--- src/rtl/control_multi_hs.sv ---
// Multicycle MIPS control FSM with mem_ready wait states, memory timeout and sticky fault halt.
// Optional CTL_STATS_EN macro adds a 32-bit retired-instruction counter output.
module control_multi_hs #(
  parameter int unsigned WAIT_LIMIT = 15
) (
  input  logic       clk,
  input  logic       reset,
  input  logic [5:0] opcode,
  input  logic       mem_ready,
  output logic       PCWrite,
  output logic       PCWriteCond,
  output logic       PCWriteCondNE,
  output logic       IorD,
  output logic       MemRead,
  output logic       MemWrite,
  output logic       IRWrite,
  output logic       MemtoReg,
  output logic       RegWrite,
  output logic       RegDst,
  output logic       ALUSrcA,
  output logic [1:0] ALUSrcB,
  output logic [1:0] ALUOp,
  output logic [1:0] PCSource,
  output logic       halted,
  output logic [1:0] fault_code,
  output logic [3:0] state
`ifdef CTL_STATS_EN
  ,
  output logic [31:0] retired
`endif
);

  typedef enum logic [3:0] {
    StIdle   = 4'd0,
    StFetch  = 4'd1,
    StDecode = 4'd2,
    StMemAdr = 4'd3,
    StMemRd  = 4'd4,
    StMemWb  = 4'd5,
    StMemWr  = 4'd6,
    StRex    = 4'd7,
    StRwb    = 4'd8,
    StBeq    = 4'd9,
    StBne    = 4'd10,
    StJmp    = 4'd11,
    StAex    = 4'd12,
    StAwb    = 4'd13,
    StHalt   = 4'd14
  } state_e;

  typedef struct packed {
    logic       pcwrite;
    logic       pcwritecond;
    logic       pcwritecondne;
    logic       iord;
    logic       memread;
    logic       memwrite;
    logic       memtoreg;
    logic       regwrite;
    logic       regdst;
    logic       alusrca;
    logic [1:0] alusrcb;
    logic [1:0] aluop;
    logic [1:0] pcsource;
  } ctl_t;

  localparam int unsigned CntW = (WAIT_LIMIT > 1) ? $clog2(WAIT_LIMIT + 1) : 1;
  localparam logic [CntW-1:0] Limit = CntW'(WAIT_LIMIT);

  state_e          r_state, w_nxt;
  ctl_t            r_ctl, w_ctl;
  logic [CntW-1:0] r_cnt, w_cnt_nxt;
  logic [1:0]      r_fault, w_fault_nxt;
  logic            r_halted, r_op_sw;
  logic            w_wait_state, w_timeout, w_fetch_go;

  assign w_wait_state = (r_state == StFetch) || (r_state == StMemRd) || (r_state == StMemWr);
  assign w_timeout    = (WAIT_LIMIT != 0) && w_wait_state && !mem_ready &&
                        ((r_cnt + 1'b1) == Limit);
  assign w_cnt_nxt    = (w_wait_state && !mem_ready && !w_timeout) ? r_cnt + 1'b1 : '0;
  assign w_fetch_go   = (r_state == StFetch) && mem_ready;

  always_comb begin
    w_nxt       = r_state;
    w_fault_nxt = r_fault;
    unique case (r_state)
      StIdle:   w_nxt = StFetch;
      StFetch:  if (mem_ready) w_nxt = StDecode; else if (w_timeout) w_nxt = StHalt;
      StDecode: begin
        unique case (opcode)
          6'b000000:            w_nxt = StRex;
          6'b100011, 6'b101011: w_nxt = StMemAdr;
          6'b000100:            w_nxt = StBeq;
          6'b000101:            w_nxt = StBne;
          6'b000010:            w_nxt = StJmp;
          6'b001000:            w_nxt = StAex;
          default: begin
            w_nxt       = StHalt;
            w_fault_nxt = 2'b01;
          end
        endcase
      end
      StMemAdr: w_nxt = r_op_sw ? StMemWr : StMemRd;
      StMemRd:  if (mem_ready) w_nxt = StMemWb; else if (w_timeout) w_nxt = StHalt;
      StMemWr:  if (mem_ready) w_nxt = StFetch; else if (w_timeout) w_nxt = StHalt;
      StRex:    w_nxt = StRwb;
      StAex:    w_nxt = StAwb;
      StMemWb, StRwb, StAwb, StBeq, StBne, StJmp: w_nxt = StFetch;
      default:  w_nxt = StHalt;
    endcase
    if (w_timeout) w_fault_nxt = 2'b10;
  end

  // Controls are decoded from the next state so they are registered alongside it.
  always_comb begin
    w_ctl = '0;
    unique case (w_nxt)
      StFetch: begin
        w_ctl.memread = 1'b1;
        w_ctl.alusrcb = 2'b01;
      end
      StDecode: w_ctl.alusrcb = 2'b11;
      StMemAdr, StAex: begin
        w_ctl.alusrca = 1'b1;
        w_ctl.alusrcb = 2'b10;
      end
      StMemRd: begin
        w_ctl.iord    = 1'b1;
        w_ctl.memread = 1'b1;
      end
      StMemWb: begin
        w_ctl.memtoreg = 1'b1;
        w_ctl.regwrite = 1'b1;
      end
      StMemWr: begin
        w_ctl.iord     = 1'b1;
        w_ctl.memwrite = 1'b1;
      end
      StRex: begin
        w_ctl.alusrca = 1'b1;
        w_ctl.aluop   = 2'b10;
      end
      StRwb: begin
        w_ctl.regdst   = 1'b1;
        w_ctl.regwrite = 1'b1;
      end
      StAwb: w_ctl.regwrite = 1'b1;
      StBeq, StBne: begin
        w_ctl.alusrca       = 1'b1;
        w_ctl.aluop         = 2'b01;
        w_ctl.pcsource      = 2'b01;
        w_ctl.pcwritecond   = (w_nxt == StBeq);
        w_ctl.pcwritecondne = (w_nxt == StBne);
      end
      StJmp: begin
        w_ctl.pcwrite  = 1'b1;
        w_ctl.pcsource = 2'b10;
      end
      default: w_ctl = '0;
    endcase
  end

  always_ff @(posedge clk or negedge reset) begin
    if (!reset) begin
      r_state  <= StIdle;
      r_ctl    <= '0;
      r_cnt    <= '0;
      r_fault  <= 2'b00;
      r_halted <= 1'b0;
      r_op_sw  <= 1'b0;
    end else begin
      r_state  <= w_nxt;
      r_ctl    <= w_ctl;
      r_cnt    <= w_cnt_nxt;
      r_fault  <= w_fault_nxt;
      r_halted <= (w_nxt == StHalt);
      if (r_state == StDecode) r_op_sw <= (opcode == 6'b101011);
    end
  end

`ifdef CTL_STATS_EN
  logic [31:0] r_retired;

  // Any entry into FETCH except from IDLE (or FETCH itself) ends an instruction.
  always_ff @(posedge clk or negedge reset) begin
    if (!reset) begin
      r_retired <= '0;
    end else if (w_nxt == StFetch && r_state != StIdle && r_state != StFetch) begin
      r_retired <= r_retired + 32'd1;
    end
  end

  assign retired = r_retired;
`endif

  // IRWrite/PCWrite in FETCH follow mem_ready within the same cycle.
  assign PCWrite       = r_ctl.pcwrite | w_fetch_go;
  assign IRWrite       = w_fetch_go;
  assign PCWriteCond   = r_ctl.pcwritecond;
  assign PCWriteCondNE = r_ctl.pcwritecondne;
  assign IorD          = r_ctl.iord;
  assign MemRead       = r_ctl.memread;
  assign MemWrite      = r_ctl.memwrite;
  assign MemtoReg      = r_ctl.memtoreg;
  assign RegWrite      = r_ctl.regwrite;
  assign RegDst        = r_ctl.regdst;
  assign ALUSrcA       = r_ctl.alusrca;
  assign ALUSrcB       = r_ctl.alusrcb;
  assign ALUOp         = r_ctl.aluop;
  assign PCSource      = r_ctl.pcsource;
  assign halted        = r_halted;
  assign fault_code    = r_fault;
  assign state         = r_state;

endmodule

--- config.mk ---
export PLATFORM = sky130hd
export DESIGN_NAME = control_multi_hs
export DESIGN_NICKNAME = d
export VERILOG_FILES = /design/src/rtl/control_multi_hs.sv
export SDC_FILE = /design/constraint.sdc
export NUM_CORES = 1
export LEC_CHECK = 0
export ABC_AREA = 0
export ABC_CLOCK_PERIOD_IN_PS = 3310
export CAP_MARGIN = 30
export CORE_ASPECT_RATIO = 0.6
export CORE_MARGIN = 2
export CORE_UTILIZATION = 49
export CTS_CLUSTER_SIZE = 24
export DETAILED_ROUTE_END_ITERATION = 10
export GPL_ROUTABILITY_DRIVEN = 1
export PLACE_DENSITY = 0.89
export SYNTH_ARGS = -nofsm -noshare
export SYNTH_HDL_FRONTEND = slang
export SYNTH_SLANG_ARGS = --single-unit
--- constraint.sdc ---
create_clock -name clk -period 3.31 [get_ports clk]
set_clock_uncertainty 0.05 [all_clocks]
set_input_delay 0.331 -clock clk [delete_from_list [all_inputs] [get_ports clk]]
set_output_delay 0.331 -clock clk [all_outputs]
set_load 0.05 [all_outputs]
### Word level (Yosys, flattened, before mapping)

Cells that the tools add are included.
Widths: inputs -> output; s select.

| word-level totals | value |
|---|---|
| register bits | 28 |
| latch bits | 0 |
| bits in writable memories | 0 |
| ROM bits | 0 |
| input port bits | 9 |
| output and inout port bits | 24 |
| word-level logic and storage cells | 99 |
| memories | 0 |

| cells by class | value |
|---|---|
| add/subtract/negate cells | 1 |
| multipliers | 0 |
| divide/modulo/power cells | 0 |
| order comparisons | 0 |
| eq/ne operators | 35 |
| shifts and indexed selects | 0 |
| muxes and demuxes | 23 |
| bitwise gates (word level) | 1 |
| reduce and logical (&&, ||, !) cells | 21 |

Operators by type and width:

| cell | count |
|---|---|
| $eq 4x4->1 const B | 14 |
| $eq 4x3->1 const B | 8 |
| $pmux 4 s8 | 1 |
| $pmux 4 s6 | 1 |
| $mux 4 | 5 |
| $eq 4x2->1 const B | 4 |
| $reduce_or 7->1 | 2 |
| $eq 6x3->1 const B | 2 |
| $eq 6x6->1 const B | 2 |
| $mux 2 | 5 |
| $reduce_or 2->1 | 5 |
| $eq 4x1->1 const B | 2 |
| $mux 1 | 8 |
| $pmux 2 s2 | 2 |
| $eq 6x2->1 const B | 1 |
| $eq 6x4->1 const B | 1 |
| $logic_not 6->1 | 1 |
| $pmux 2 s3 | 1 |
| $reduce_or 5->1 | 1 |
| $add 4x1->4 const B | 1 |
| $logic_and 1x1->1 | 4 |
| $logic_not 4->1 | 1 |
| $reduce_or 3->1 | 1 |
| $logic_not 1->1 | 2 |
| other kinds (5) | 6 |

### Longest topological paths before layout

| logic depth | value |
|---|---|
| depth in word-level cells | 11 |
| depth in mapped cells | 10 |
| gate-level depth less buffers | 9 |

### Worst setup path before layout

OpenSTA, ideal clock, no wires.

| path | value |
|---|---|
| path kind | reg2out |
| from | register r_state[1], in the netlist state[1] |
| to | output port PCWrite |
| data arrival time | 2,874 ps |
| required time | 2,929 ps |
| path slack | 55 ps |
| cell stages (with the launch flop) | 9 |
| buffers on the path | 2 |
| cells stage by stage | dfrtp_1 > buf_2 > or3b_1 > nor2_1 > a22oi_1 > o221a_2 > buf_2 > nor4_4 > or2_1 |

| between the ends | value |
|---|---|
| cells in the longest elaborated chain, start to end | 3 |

Ends and longest elaborated chain:

| element | RTL line | RTL |
|---|---|---|
| from (decl) | 70 | `state_e r_state, w_nxt;` |
| from (signal assigned) | 165 | `r_state <= StIdle;` |
| from (signal assigned) | 172 | `r_state <= w_nxt;` |
| $eq 4x1->1 | 81 | `assign w_fetch_go = (r_state == StFetch) && mem_ready;` |
| $logic_and 1x1->1 | 81 |  |
| net IRWrite | 16 | `output logic IRWrite,` |
| $or 1x1->1 | 197 | `assign PCWrite = r_ctl.pcwrite \| w_fetch_go;` |
| to (decl) | 10 | `output logic PCWrite,` |

The timed path passes the listed nets, and every way through them passes these cells.

==> results.tsv <==
stage	metric	value	unit
outcome	status	completed	
clock_tree	cts_buffer_depth	2	
worst_setup_path	crit_path_end_kind	output port	
sta	setup_viol	0	
power	power_leakage	0.764	nW
synthesis	yosysWarnings	0	
synthesis	synth_edf_count	0	
sta	slew_headroom	60.9	%
cells_and_area	finish.utilization	70.1	%
global_route	grt_pass1_wl	5140	µm
worst_hold_path	hold_class	in2async	
floorplan	initial_core_util	53.2	%
worst_setup_path	reg2reg_depth	6	
cells_and_area	antennaDiodeCount	0	
global_route	grt.met1_usage	28.3	%
cells_and_area	design_area	0.00182	mm²
synthesis	synth_seq_cells	27	
clock_tree	cts_tree	built	
sta	slew_violations	0	
cells_and_area	drive_above_1_share	11.6	%
global_route	busiest_layer	met2	
synthesis	synth.distinct_cells	48	
placement	post_dp_cell_area	0.00176	mm²
placement	gp_congestion	0.976	
synthesis	synthCells	139	
cells_and_area	layout_common_cells	clkdlybuf4s50_1 (30), dfrtp_1 (27), nor2_1 (15)	
placement	hpwl	2380	µm
clock_tree	clkTransAtPathRegs	90	ps
clock_tree	insertion_delay	270	ps
floorplan	die_height	45.1	µm
sta	fin_crit	3130	ps
route	drcViolationCount	0	
worst_setup_path	crit_type	in2out	
route	first_pass_iters	4	
floorplan	rows	14	
cells_and_area	fill_cells	191	
global_route	track_usage	21.1	%
clock_tree	cts_sinks	27	
sta	fmax	320	MHz
global_route	grt_start_max_net_pins	17	
synthesis	synthArstFlopShare	100	%
synthesis	seq_area_frac_synth	49.0	%
route	via_count	1192	
sta	rsz0062_at_grt	no	
clock_tree	htree_num_levels	1	
route	drt_iter0_drc	168	
clock_tree	postCtsSetupBuffers	0	
worst_setup_path	crit_arrival	2750	ps
power	max-vdd-ir-drop	0.378	mV
route	via_per_inst	5.81	
floorplan	core	0.00259	mm²
sta	worst_slew_pin_slew	585	ps
route	drt_wl_total	3140	µm
cells_and_area	area_growth	31.6	%
power	powerDensity	938	mW/mm²
worst_setup_path	path_max_fanout	5	
synthesis	netlist_area	0.00138	mm²
global_route	grt_pass1_vias	1081	
global_route	overflow	0	
floorplan	die-area	0.00327	mm²
placement	io_buffer_count	32	
global_route	met3_usage	5.80	%
synthesis	syn_nets	150	
route	antenna_left	0	
run	drv_cap	0	
sta	setup_tns	0	ps
sta	setup_ws	181	ps
clock_tree	cts_buffers	3	
cells_and_area	nNetsFinal	185	
worst_setup_path	worstPathRequired	2930	ps
synthesis	synth-main-ff-cell	dfrtp_1	
route	wire_per_inst	15.3	µm
global_route	grt_util_met2	35.2	%
floorplan	io-pin-count	33	
global_route	antenna_found_initial	0	
placement	pre_cts_ws	185	ps
synthesis	synth_area_per_cell	9.93	µm²
sta	finalHoldViolations	0	
cells_and_area	final_common_cell	clkdlybuf4s50_1	
sta	fin_crit_sh	94.5	%
floorplan	die_w	72.5	µm
clock_tree	cts_root_buf	clkbuf_8	
sta	fin_hold_ws	352	ps
worst_setup_path	cp-start-kind	input port	
## worst max-delay path: stages
cell	delay [ps]
clkdlybuf4s50_1	500
or4_1	540
o211a_2	180
a2111oi_4	180
o221a_1	290
inv_4	60
nor4_4	320
or2_1	200
buf_12	140
## cells by family after synthesis
| family | synth area share [%] |
|---|---|
| buffers and inverters | 4.53 |
| flip-flops | 49.0 |
| AO/OA/AOI/OAI | 19.1 |
| AND/OR/NAND/NOR | 22.8 |
| XOR/XNOR | 1.90 |
| adder cells (fa/ha/maj) | 1.81 |
| multiplexers | 0.816 |
## registers in the layout, summed over array words and instances, names as in the netlist, 2 cells and up
name	cells
state	4
fault_code	2
ALUSrcB	2
PCSource	2
ALUOp	2
r_cnt	4
## cell usage after synthesis (all sizes together), types with 2 or more instances
library cell  instances  share of area (%)
nor2b                 2               0.91
dfrtp                27                 49
nor4                  2                2.0
a21o                  2                1.1
o221a                 2                1.6
a31oi                 2               0.91
ha                    2                1.8
nand3                 4                1.5
xor2                  2                1.3
nor3b                 2                1.1
a22oi                 2                1.1
a21oi                 5                1.8
and3                  2               0.91
nor3                  4                1.5
nand4b                2                1.3
o21ai                 8                2.9
buf                   4                1.9
nand2                13                3.5
inv                   8                2.4
nor2                 15                4.1
o311ai                2                1.8
nand2b                6                2.7
or2                   3                1.4
## per-stage QoR
| stage | power, mW | std cells |
|---|---|---|
| global route | 1.80 | 205 |
| CTS | 1.68 | 205 |
| detailed placement | 1.50 | 201 |
| finish | 1.70 | 205 |
| floorplan | 1.20 | 139 |
| global placement | 1.47 | 200 |
## power by group
| group | leakage (nW) | total [mW] | switching (mW) | internal [mW] |
|---|---|---|---|---|
| Sequential | 0.358 | 0.494 | 0.0812 | 0.413 |
| Combinational | 0.380 | 1.03 | 0.662 | 0.368 |
| Clock | 0.0255 | 0.180 | 0.0954 | 0.0842 |
| Total | 0.764 | 1.70 | 0.839 | 0.866 |
## what timing repair did
action / CTS / global route
endpoints found under the hold margin: 0 / 0
hold buffers: 0 / 0
setup endpoints to repair: 0 / 1
gates resized for setup: 0 / 1
## final cells by class
type / count / area [µm²] / area share, %
multi-input cells: 99 / 652 / 35.9
flip-flops and latches: 27 / 676 / 37.2
clock buffers: 3 / 41.3 / 2.27
repair buffers: 35 / 370 / 20.4
well taps: 32 / 40.0 / 2.20
inverters: 8 / 32.5 / 1.79
clock inverters: 1 / 5.00 / 0.275
## metal layers
| metal | routed length [µm] | share of wire, % |
|---|---|---|
| met5 | 0 | 0 |
| met4 | 8 | 0.25 |
| met3 | 308 | 9.8 |
| met2 | 1540 | 49 |
| met1 | 1280 | 41 |
## path summary, 6_finish.rpt
kind                                                start                   endpoint  slack [ps]
worst min register to register  fault_code[1]$_DFFE_PN0P_  fault_code[1]$_DFFE_PN0P_         440
min in group clk                fault_code[1]$_DFFE_PN0P_  fault_code[1]$_DFFE_PN0P_         440
max in group asynchronous                           reset         r_cnt[2]$_DFF_PN0_        2370
worst max register to register         state[0]$_DFF_PN0_       ALUSrcB[1]$_DFF_PN0_         950
worst max-delay path                            opcode[3]                    PCWrite         180
worst min-delay path                                reset         ALUOp[0]$_DFF_PN0_         350
(Power assumes the default switching activity.)
